==> config.mk <==
export PLATFORM = sky130hd
export DESIGN_NAME = pingpong_blockbuf_flat
export DESIGN_NICKNAME = d
export VERILOG_FILES = /design/src/rtl/pingpong_blockbuf_if.sv /design/src/rtl/pingpong_blockbuf.sv /design/src/flat_wrapper.sv
export SDC_FILE = /design/constraint.sdc
export NUM_CORES = 1
export LEC_CHECK = 0
export ABC_AREA = 1
export CAP_MARGIN = 20
export CORE_MARGIN = 5
export CORE_UTILIZATION = 45
export DETAILED_ROUTE_END_ITERATION = 7
export GPL_ROUTABILITY_DRIVEN = 0
export HOLD_SLACK_MARGIN = 0.02
export PLACE_DENSITY = 0.69
export SYNTH_ARGS = -nofsm -noshare
export SYNTH_HDL_FRONTEND = slang
export SYNTH_SLANG_ARGS = --single-unit
==> constraint.sdc <==
create_clock -name clk -period 3.4 [get_ports clk]
set_input_delay 0.51 -clock clk [delete_from_list [all_inputs] [get_ports clk]]
set_output_delay 0.51 -clock clk [all_outputs]
set_load 0.01 [all_outputs]
==> src/rtl/pingpong_blockbuf_if.sv <==
// Producer/consumer bundle for pingpong_blockbuf. The consumer's release strobe is
// named release_blk because "release" is a reserved SystemVerilog keyword.
interface pingpong_blockbuf_if #(
    parameter int DEPTH = 8,
    parameter int WIDTH = 8
);
    localparam int ADDR_W = (DEPTH > 1) ? $clog2(DEPTH) : 1;

    logic              write;
    logic [WIDTH-1:0]  data_i;
    logic              ready;
    logic              blk_valid;
    logic              rd_bank;
    logic [ADDR_W-1:0] rd_ptr;
    logic [WIDTH-1:0]  data_o;
    logic              release_blk;

    modport master (
        output write, data_i, rd_ptr, release_blk,
        input  ready, blk_valid, rd_bank, data_o
    );

    modport slave (
        input  write, data_i, rd_ptr, release_blk,
        output ready, blk_valid, rd_bank, data_o
    );
endinterface

==> src/rtl/pingpong_blockbuf.sv <==
// Two-bank block buffer: producer fills one bank while the consumer reads the other.
// Optional refused-write counter enabled by defining BLOCKBUF_DROP_CNT_EN.
module pingpong_blockbuf #(
    parameter int DEPTH = 8,
    parameter int WIDTH = 8
) (
    input  logic                clk,
    input  logic                reset,
    pingpong_blockbuf_if.slave  bus
`ifdef BLOCKBUF_DROP_CNT_EN
    ,
    output logic [15:0]         drop_cnt
`endif
);
    localparam int ADDR_W = (DEPTH > 1) ? $clog2(DEPTH) : 1;
    localparam logic [ADDR_W:0] LAST    = (ADDR_W+1)'(DEPTH - 1);
    localparam logic [ADDR_W:0] DEPTH_L = (ADDR_W+1)'(DEPTH);

    typedef enum logic {FREE = 1'b0, FULL = 1'b1} bank_state_t;

    bank_state_t      bank_st [2];
    logic             wbank;
    logic             rbank;
    logic [ADDR_W:0]  wcnt;
    logic [WIDTH-1:0] mem [2][DEPTH];

    logic accept;
    logic rel_ok;

    assign bus.ready     = (bank_st[wbank] == FREE);
    assign bus.blk_valid = (bank_st[rbank] == FULL);
    assign bus.rd_bank   = rbank;
    assign accept        = bus.write & bus.ready;
    assign rel_ok        = bus.release_blk & bus.blk_valid;

    // A release and a write can never target the same bank: one needs FULL, the other FREE.
    always_ff @(posedge clk) begin
        if (reset) begin
            bank_st[0] <= FREE;
            bank_st[1] <= FREE;
            wbank      <= 1'b0;
            rbank      <= 1'b0;
            wcnt       <= '0;
        end else begin
            if (rel_ok) begin
                bank_st[rbank] <= FREE;
                rbank          <= ~rbank;
            end
            if (accept) begin
                if (wcnt == LAST) begin
                    bank_st[wbank] <= FULL;
                    wbank          <= ~wbank;
                    wcnt           <= '0;
                end else begin
                    wcnt <= wcnt + 1'b1;
                end
            end
        end
    end

    // Storage is deliberately not reset; stale words are unreachable until rewritten.
    always_ff @(posedge clk) begin
        if (accept) begin
            mem[wbank][wcnt[ADDR_W-1:0]] <= bus.data_i;
        end
    end

    always_comb begin
        bus.data_o = '0;
        if (bus.blk_valid && ({1'b0, bus.rd_ptr} < DEPTH_L)) begin
            bus.data_o = mem[rbank][bus.rd_ptr];
        end
    end

`ifdef BLOCKBUF_DROP_CNT_EN
    always_ff @(posedge clk) begin
        if (reset) begin
            drop_cnt <= '0;
        end else if (bus.write && !bus.ready && (drop_cnt != 16'hFFFF)) begin
            drop_cnt <= drop_cnt + 16'd1;
        end
    end
`endif

endmodule

==> src/flat_wrapper.sv <==
// flat-port wrapper written by rule: the top's interface ports become plain ports
module pingpong_blockbuf_flat 
#(
    parameter int DEPTH = 8,
    parameter int WIDTH = 8
)
  (clk, reset, bus_write, bus_data_i, bus_rd_ptr, bus_release_blk, bus_ready, bus_blk_valid, bus_rd_bank, bus_data_o);
  pingpong_blockbuf_if #(.DEPTH(DEPTH), .WIDTH(WIDTH)) bus_i ();
  input  logic clk;
  input  logic reset;
  input wire logic [$bits(bus_i.write)-1:0] bus_write;
  input wire logic [$bits(bus_i.data_i)-1:0] bus_data_i;
  input wire logic [$bits(bus_i.rd_ptr)-1:0] bus_rd_ptr;
  input wire logic [$bits(bus_i.release_blk)-1:0] bus_release_blk;
  output wire logic [$bits(bus_i.ready)-1:0] bus_ready;
  output wire logic [$bits(bus_i.blk_valid)-1:0] bus_blk_valid;
  output wire logic [$bits(bus_i.rd_bank)-1:0] bus_rd_bank;
  output wire logic [$bits(bus_i.data_o)-1:0] bus_data_o;
  assign bus_i.write = bus_write;
  assign bus_i.data_i = bus_data_i;
  assign bus_i.rd_ptr = bus_rd_ptr;
  assign bus_i.release_blk = bus_release_blk;
  assign bus_ready = bus_i.ready;
  assign bus_blk_valid = bus_i.blk_valid;
  assign bus_rd_bank = bus_i.rd_bank;
  assign bus_data_o = bus_i.data_o;
  pingpong_blockbuf #(.DEPTH(DEPTH), .WIDTH(WIDTH)) u_core (.clk(clk), .reset(reset), .bus(bus_i));
endmodule
### Yosys cells after proc, flatten, opt, wreduce, memory -nomap -nowiden

Memory sizes are Yosys's and may differ from the RTL's. A register that Yosys moved wholly into a read port is not among the register bits.
Index checks and enable logic that the tools add are counted.

| storage, ports and cells | value |
|---|---|
| memories kept | 2 |
| RAM bits | 130 |
| word-level logic and storage cells | 51 |
| input port bits | 15 |
| output and inout bits | 11 |
| register bits after elaboration | 6 |

| cells by class | value |
|---|---|
| multiplexer cells | 30 |
| equality and inequality tests | 1 |
| $lt $le $gt $ge | 3 |
| reductions and logical operators | 4 |
| $add $sub $neg | 1 |
| bitwise gates (word level) | 7 |

Memory list:

| name | words | width | rd ports | clocked after memory_dff | write ports | RTL line | RTL |
|---|---|---|---|---|---|---|---|
| u_core.mem | 2 | 64 | 1 | 1 | 1 | pingpong_blockbuf.sv:25 | `logic [WIDTH-1:0] mem [2][DEPTH];` |
| u_core.bank_st | 2 | 1 | 2 | 2 | 2 | pingpong_blockbuf.sv:21 | `bank_state_t bank_st [2];` |

Operators by type and width:

| operator | number |
|---|---|
| 64-bit two-way mux | 1 |
| 8-bit two-way mux | 4 |
| 8-bit binary-select mux with 3-bit select | 1 |
| 8-bit demux with 3-bit select | 1 |
| 1-bit two-way mux | 22 |
| 4-bit >= comparator (second input constant) | 2 |
| 3-bit inverter with 4-bit output | 2 |
| 4-bit by 1-bit adder with 4-bit output (second input constant) | 1 |
| 4-bit by 3-bit == test with 1-bit output (second input constant) | 1 |
| 4-bit by 1-bit less-than comparator with 1-bit output (second input constant) | 1 |
| 4-bit two-way mux | 1 |
| 1-bit inverter | 3 |
| 1-bit AND | 2 |
| 2-bit AND reduction | 1 |
| 1-bit OR reduction | 2 |
| 1-bit logical AND | 1 |

### Longest topological paths before layout

Gate-level depths: netlist of run 1.

| logic depth | value |
|---|---|
| word-level depth | 7 |
| gate-level depth with buffers | 8 |
| depth with buffers taken out | 8 |

### Worst setup path before layout of run 1

Ideal clock, no wire load.

| path | value |
|---|---|
| path type | flip-flop to flip-flop |
| from | mem u_core.bank_st[0] (netlist bit) |
| to | mem u_core.mem[0][24] (netlist bit), enable pin |
| stages on the path, launching flop included | 6 |
| period minus slack after synthesis | 1.970 ns |
| path buffers | 0 |
| path slack | 1.430 ns |
| setup time | 0.383 ns |
| data arrival time | 1.587 ns |
| required time | 3.017 ns |
| cell sequence | dfxtp_1 o21ai_2 nand2_1 inv_1 nand2_1 nor3_1 |

RTL lines:

| element | RTL line |
|---|---|
| from (decl) | pingpong_blockbuf.sv:21 |
| to (decl) | pingpong_blockbuf.sv:25 |

==> impl_metrics.sql, run 1 <==
INSERT INTO impl_metrics (metric_group, metric, value, unit) VALUES
('run_status', 'outcome', 'completed', ''),
('min_path', 'timing.hold.worst_path_depth', '2', ''),
('synth', 'syn_area', '5954', 'um^2'),
('drt', 'vias', '4143', ''),
('drt', 'antenna_left', '0', ''),
('sta', 'period_share', '0.9214', ''),
('grt', 'grt_first_pass_wirelength', '21820', 'um'),
('pwr', 'leakage_dissipation', '2.825', 'nW'),
('sta', 'max_freq', '319.2', 'MHz'),
('sta', 'maxSlewViolCount', '0', ''),
('synth', 'yosys_warnings', '0', ''),
('synth', 'avgSynthCellArea', '10.30', 'um^2'),
('worst_setup_path', 'r2r-end', 'u_core.mem[1][9]', ''),
('clocking', 'cts_root_buf', 'sky130_fd_sc_hd__clkbuf_16', ''),
('grt', 'grt_remaining_overflow', '0', ''),
('sta', 'setup-tns-final', '0', 'ps'),
('floorplan', 'placement_rows', '42', ''),
('pwr', 'ir_drop', '0.3705', 'mV'),
('floorplan', 'die_area', '15630', 'um^2'),
('clocking', 'cts.hold.buffers_added', '0', ''),
('clocking', 'clkTransAtPathRegs', '50', 'ps'),
('drt', 'route.detailed.vias_per_inst', '5.147', ''),
('sta', 'timing.slew.headroom', '0.4787', ''),
('clocking', 'number_of_h_tree_branching_levels', '4', ''),
('worst_setup_path', 'worstPathMaxFanout', '66', ''),
('synth', 'ys_types', '19', ''),
('min_path', 'hp-class', 'flop to flop', ''),
('worst_setup_path', 'worstPathArrival', '2620', 'ps'),
('synth', 'synth.largest_area_cell', 'sky130_fd_sc_hd__edfxtp_1', ''),
('sta', 'period_needed', '3133', 'ps'),
('synth', 'synth.yosys.seq_area_share', '0.6791', ''),
('synth', 'ys_top_cells_by_area', 'sky130_fd_sc_hd__edfxtp_1 (65%), sky130_fd_sc_hd__nand2_1 (13%), sky130_fd_sc_hd__nand3_1 (6.9%)', ''),
('worst_setup_path', 'critPathRequiredTime', '2890', 'ps'),
('sta', 'report.final.setup_viol', '0', ''),
('drt', 'drt-initial-drc-count', '388', ''),
('sta', 'hold_ws', '493.3', 'ps'),
('worst_setup_path', 'cp-endpoint', 'bus_data_o[5]', ''),
('placed_design', 'place_hpwl', '8610', 'um'),
('sta', 'tightest_slew', '779.5', 'ps'),
('finish', 'drive_gt1_frac', '0.07790', ''),
('sta', 'setup_repair_after_global_routing_missed_its_margin', 'no', ''),
('drt', 'drcViolationCount', '0', ''),
('drt', 'drtPass1Iterations', '5', ''),
('finish', 'antenna_cells_inserted', '0', ''),
('job', 'max_cap_violations', '0', ''),
('worst_setup_path', 'setup.reg_to_reg.worst_slack', '1410', 'ps'),
('drt', 'detail_route.wl_per_cell', '16.68', 'um'),
('finish', 'mostFrequentLayoutCell', 'sky130_fd_sc_hd__nand2_1', ''),
('worst_setup_path', 'crit_path_end_kind', 'output port', ''),
('clocking', 'clock_latency', '410', 'ps'),
('grt', 'grt_antenna_before_repair', '0', ''),
('synth', 'netlist_instances', '578', ''),
('grt', 'grt_start_max_net_pins', '67', ''),
('clocking', 'clock-sinks', '138', ''),
('synth', 'yosys_register_bits', '138', ''),
('clocking', 'clockBufferDepth', '2', ''),
('floorplan', 'die-height', '125.0', 'um'),
('floorplan', 'die_x', '125.0', 'um'),
('worst_setup_path', 'ff2ff_path_depth', '5', ''),
('sta', 'final.setup_skew', '4.932', 'ps'),
('worst_setup_path', 'r2r_start', 'u_core.bank_st[0]', ''),
('worst_setup_path', 'path_class', 'flop to output port', ''),
('drt', 'wirelength', '13430', 'um'),
('floorplan', 'io-pin-count', '26', ''),
('clocking', 'post_cts_resized', '0', ''),
('placed_design', 'post-place-ws', '483.2', 'ps'),
('synth', 'number_of_nets_produced_by_synthesis', '594', ''),
('synth', 'synthDominantCellAreaShare', '0.6455', ''),
('floorplan', 'start_util', '0.4551', ''),
('sta', 'final-hold-violation-count', '0', ''),
('grt', 'first_global_vias', '4231', '');
[registers in the layout, indices dropped and copies added, names as in the netlist, named ones only]
register / count
u_core.bus.rd_bank: 1
u_core.mem: 128
u_core.wcnt: 4
u_core.wbank: 1
u_core.bank_st: 2
[cell families after synthesis]
family | count (synthesis) | synth area share
AO/OA/AOI/OAI | 26 | 0.02312
adder cells (fa/ha/maj) | 1 | 0.002101
flip-flops | 138 | 0.6791
AND/OR/NAND/NOR | 310 | 0.2160
buffers and inverters | 103 | 0.07964
[worst min-delay path by stage]
| stage | start | to | slack [ps] |
|---|---|---|---|
| floorplan | u_core.bank_st[1] | u_core.bank_st[1] | 440 |
| global placement | u_core.bank_st[1] | u_core.bank_st[1] | 470 |
| detailed placement | u_core.bank_st[1] | u_core.bank_st[1] | 500 |
| CTS | u_core.bank_st[1] | u_core.bank_st[1] | 500 |
| global route | u_core.bank_st[1] | u_core.bank_st[1] | 520 |
| finish | u_core.bank_st[1] | u_core.bank_st[1] | 490 |
[area by class of cell]
| type | instances | area, um^2 |
|---|---|---|
| fill | 1129 | 6100 |
| sequential | 138 | 4045 |
| multi-input combinational | 337 | 1436 |
| clock buffer | 20 | 436.7 |
| timing repair buffer | 45 | 425.4 |
| inverter | 78 | 292.8 |
| tap | 176 | 220.2 |
| clock inverter | 11 | 128.9 |
[critical path, cell delays in order (launching register included)]
cell	delay [ps]
sky130_fd_sc_hd__dfxtp_2	330
sky130_fd_sc_hd__buf_4	560
sky130_fd_sc_hd__nand2_1	100
sky130_fd_sc_hd__nand2_1	140
sky130_fd_sc_hd__nand2_1	60
sky130_fd_sc_hd__nand3_1	80
sky130_fd_sc_hd__nand3_1	90
sky130_fd_sc_hd__a21oi_1	220
sky130_fd_sc_hd__clkdlybuf4s50_1	590
[layer usage]
layer / wire length, um / GRT usage
met4: 380 / 0.08673
met3: 750 / 0.04563
met1: 5715 / 0.2307
met5: 0 / 0
met2: 6583 / 0.2895
[synth_stat cells, drive strengths merged]
| cell | instances |
|---|---|
| nand3 | 82 |
| nor2 | 6 |
| clkbuf | 4 |
| a21oi | 18 |
| clkinv | 1 |
| nand2 | 207 |
| o21ai | 8 |
| nor3 | 14 |
| edfxtp | 128 |
| buf | 21 |
| dfxtp | 10 |
| inv | 77 |
| nand4 | 1 |
| ha | 1 |
[per-stage QoR]
step	instance area [um^2]	power (mW)	std cells
2_1_floorplan	5954	1.994	578
3_3_place_gp	6420	2.066	774
4_1_cts	6985	3.839	805
3_5_place_dp	6420	2.072	774
6_report	6985	3.808	805
5_1_grt	6985	3.940	805
[power by group]
group          total, mW  switching, mW  internal [mW]  leakage [nW]
clock               1.77          0.638           1.13         0.276
combinational      0.155          0.104         0.0512          1.31
sequential          1.88        0.00624           1.88          1.24
No activity file was read; power rests on OpenSTA's default activity.
==> run 2, diff against run 1 <==
--- a/config.mk
+++ b/config.mk
@@ -5,14 +5,13 @@
 export SDC_FILE = /design/constraint.sdc
 export NUM_CORES = 1
 export LEC_CHECK = 0
-export ABC_AREA = 1
 export CAP_MARGIN = 20
 export CORE_MARGIN = 5
-export CORE_UTILIZATION = 45
+export CORE_UTILIZATION = 35
 export DETAILED_ROUTE_END_ITERATION = 7
 export GPL_ROUTABILITY_DRIVEN = 0
 export HOLD_SLACK_MARGIN = 0.02
-export PLACE_DENSITY = 0.69
+export PLACE_DENSITY = 0.58
 export SYNTH_ARGS = -nofsm -noshare
 export SYNTH_HDL_FRONTEND = slang
 export SYNTH_SLANG_ARGS = --single-unit
==> impl_metrics.sql, run 2 <==
INSERT INTO impl_metrics (metric_group, metric, value, unit) VALUES
('worst_setup_path', 'worstPathMaxFanout', '31', ''),
('floorplan', 'start_util', '0.3522', ''),
('synth', 'ys_top_cells_by_area', 'sky130_fd_sc_hd__edfxtp_1 (69%), sky130_fd_sc_hd__mux4_1 (12%), sky130_fd_sc_hd__dfxtp_1 (3.6%)', ''),
('clocking', 'clock-sinks', '138', ''),
('pwr', 'power_frac_comb', '0.031', ''),
('sta', 'setup-tns-final', '0', 'ps'),
('clocking', 'cts_root_buf', 'sky130_fd_sc_hd__clkbuf_16', ''),
('sta', 'report.final.setup_viol', '0', ''),
('floorplan', 'io-pin-count', '26', ''),
('drt', 'drt-initial-drc-count', '242', ''),
('floorplan', 'die_area', '18430', 'um^2'),
('worst_setup_path', 'critPathRequiredTime', '2890', 'ps'),
('worst_setup_path', 'worst_setup_path_start_kind', 'input port', ''),
('synth', 'synthDominantCellAreaShare', '0.6946', ''),
('finish', 'net_count_final', '338', ''),
('sta', 'period_needed', '3016', 'ps'),
('synth', 'synth_top_flop_cell', 'sky130_fd_sc_hd__edfxtp_1', ''),
('floorplan', 'core_area', '15710', 'um^2'),
('synth', 'avgSynthCellArea', '20.35', 'um^2'),
('worst_setup_path', 'worstPathArrival', '2510', 'ps'),
('clocking', 'clock_buffers_created_by_tritoncts', '17', ''),
('sta', 'period_share', '0.8870', ''),
('sta', 'final.setup_skew', '9.448', 'ps'),
('grt', 'grt_remaining_overflow', '0', ''),
('synth', 'ys_types', '32', ''),
('synth', 'synth.yosys.seq_area_share', '0.7307', ''),
('finish', 'mostFrequentLayoutCell', 'sky130_fd_sc_hd__edfxtp_1', ''),
('sta', 'maxSlewViolCount', '0', ''),
('job', 'max_cap_violations', '0', ''),
('run_status', 'outcome', 'completed', ''),
('floorplan', 'die-height', '135.7', 'um'),
('worst_setup_path', 'setup.reg_to_reg.worst_slack', '1070', 'ps'),
('clocking', 'tritoncts_clock_tree', 'yes', ''),
('sta', 'final-hold-violation-count', '0', ''),
('pwr', 'p_switching', '0.7387', 'mW'),
('finish', 'largest_register_ff_count', '128', ''),
('synth', 'asyncSetResetFlopFracSynth', '0', ''),
('pwr', 'share_seq_of_total_power', '0.486', ''),
('min_path', 'hp-class', 'flop to flop', ''),
('clocking', 'post_cts_resized', '0', ''),
('drt', 'drtPass1Iterations', '4', ''),
('placed_design', 'place_hpwl', '6977', 'um'),
('drt', 'detail_route.wl_per_cell', '20.79', 'um'),
('sta', 'fin_ws', '384.2', 'ps'),
('synth', 'synth_most_common_cell', 'sky130_fd_sc_hd__edfxtp_1', ''),
('worst_setup_path', 'top_cell_by_count_worst_path', 'sky130_fd_sc_hd__clkdlybuf4s50_1', ''),
('worst_setup_path', 'critical_path.slowest_cell', 'sky130_fd_sc_hd__mux4_2', ''),
('synth', 'synth.largest_area_cell', 'sky130_fd_sc_hd__edfxtp_1', ''),
('drt', 'antenna_left', '0', ''),
('finish', 'antenna_cells_inserted', '0', ''),
('pwr', 'part_of_the_power_in_the_clock_network', '0.483', ''),
('floorplan', 'die_x', '135.7', 'um'),
('worst_setup_path', 'crit_path_end_kind', 'output port', ''),
('pwr', 'leakage_dissipation', '2.214', 'nW'),
('grt', 'first_global_vias', '2932', ''),
('drt', 'wirelength', '11430', 'um'),
('pwr', 'switching_share', '0.1907', ''),
('drt', 'route.detailed.vias_per_inst', '4.984', ''),
('finish', 'drive_gt1_frac', '0.1886', ''),
('finish', 'most-common-layout-cells', 'sky130_fd_sc_hd__edfxtp_1 (128), sky130_fd_sc_hd__mux4_1 (25), sky130_fd_sc_hd__clkdlybuf4s50_1 (25), sky130_fd_sc_hd__buf_4 (18)', ''),
('clocking', 'post-cts-setup-buffers', '0', ''),
('sta', 'max_freq', '331.6', 'MHz'),
('clocking', 'number_of_h_tree_branching_levels', '4', ''),
('synth', 'yosys_register_bits', '138', ''),
('worst_setup_path', 'critical_path.max_stage_delay', '520', 'ps'),
('synth', 'yosys_warnings', '0', ''),
('grt', 'grt_first_pass_wirelength', '17290', 'um'),
('worst_setup_path', 'timing.critical_path.cells', 'clkdlybuf4s50_1, buf_12, mux4_2, mux2i_1, o22ai_1, clkdlybuf4s50_1', ''),
('sta', 'tightest_slew', '775.1', 'ps'),
('worst_setup_path', 'path_class', 'input port to output port', ''),
('grt', 'grt_start_max_net_pins', '32', ''),
('floorplan', 'placement_rows', '46', ''),
('clocking', 'cts.hold.buffers_added', '0', ''),
('synth', 'number_of_nets_produced_by_synthesis', '288', ''),
('synth', 'netlist_instances', '272', ''),
('clocking', 'clockBufferDepth', '2', ''),
('pwr', 'power-per-cell-area', '572.6', 'nW/um^2'),
('grt', 'grt_use_total', '0.1320', ''),
('sta', 'setup_repair_after_global_routing_missed_its_margin', 'no', ''),
('finish', 'area.growth.synth_to_final', '22.27', '%'),
('pwr', 'ir_drop', '0.3554', 'mV'),
('placed_design', 'numPortBuffers', '25', ''),
('clocking', 'clkTransAtPathRegs', '60', 'ps'),
('synth', 'syn_area', '5534', 'um^2'),
('grt', 'grt_antenna_before_repair', '0', ''),
('sta', 'timing.slew.headroom', '0.4790', ''),
('synth', 'number_of_enable_type_register_cells_in_the_synthesized_netlist', '128', ''),
('drt', 'drcViolationCount', '0', ''),
('synth', 'synth_top_cells_by_count', 'sky130_fd_sc_hd__edfxtp_1 (128), sky130_fd_sc_hd__mux4_1 (25), sky130_fd_sc_hd__mux2i_1 (17)', ''),
('placed_design', 'post-place-ws', '365.1', 'ps'),
('pwr', 'power_internal', '3.136', 'mW'),
('clocking', 'clock_latency', '410', 'ps'),
('drt', 'vias', '2741', '');
## run 2: final timing paths
check                                         end  cells past startpoint               from
worst min-delay path            u_core.bank_st[0]                      2  u_core.bank_st[0]
worst min register to register  u_core.bank_st[0]                      2  u_core.bank_st[0]
worst max register to register  u_core.mem[1][25]                      5               flop
worst max-delay path                bus_data_o[6]                      6      bus_rd_ptr[0]
## run 2: final cells by class
cell class	instances	area, um^2
clock buffers	17	425.4
repair buffers	45	425.4
clock inverters	14	180.2
flip-flops and latches	138	4045
multi-input cells	114	1398
inverters	6	22.52
fillers	1363	8946
well taps	216	270.3
## run 2: cells by family after synthesis
group | count (synthesis) | share of synthesized area
fa+ha+maj | 1 | 0.002261
compound gates | 24 | 0.02532
flops | 138 | 0.7307
simple gates | 38 | 0.03844
mux | 51 | 0.1820
buf+inv | 20 | 0.02125
## run 2: stage by stage
step                      total power [mW]  instances  hold WS (ps)    util  area [um^2]
after floorplan                      1.973        272         457.4       -         5534
after global placement               2.034        519         473.0  0.3921         6161
after detailed placement             2.038        519         476.4  0.3921         6161
after CTS                            3.925        550         488.0  0.4306         6766
after global routing                 3.996        550         528.4  0.4306         6766
final                                3.874        550         496.2  0.4306         6766
## run 2: critical path: cells and delay by family
| family | cells | cell delay [ps] |
|---|---|---|
| AOI/OAI and AO/OA | 1 | 80 |
| muxes | 2 | 660 |
| buffers and inverters | 3 | 1250 |
## run 2: power by group through the flow
| stage | Clock [mW] | Combinational (mW) | Sequential (mW) |
|---|---|---|---|
| 2_1_floorplan | 0 | 0.0624 | 1.91 |
| 3_3_place_gp | 0 | 0.118 | 1.92 |
| 3_5_place_dp | 0 | 0.122 | 1.92 |
| 4_1_cts | 1.92 | 0.122 | 1.88 |
| 5_1_grt | 1.98 | 0.129 | 1.88 |
| 6_report | 1.87 | 0.120 | 1.88 |
## run 2: layer usage
metal | track usage | up-vias | wire length [um]
met5 | 0 | - | 0
met4 | 0.04535 | 0 | 55
met3 | 0.04160 | 2 | 790
met2 | 0.1933 | 79 | 5524
met1 | 0.1870 | 1410 | 5064
li1 | - | 1250 | -
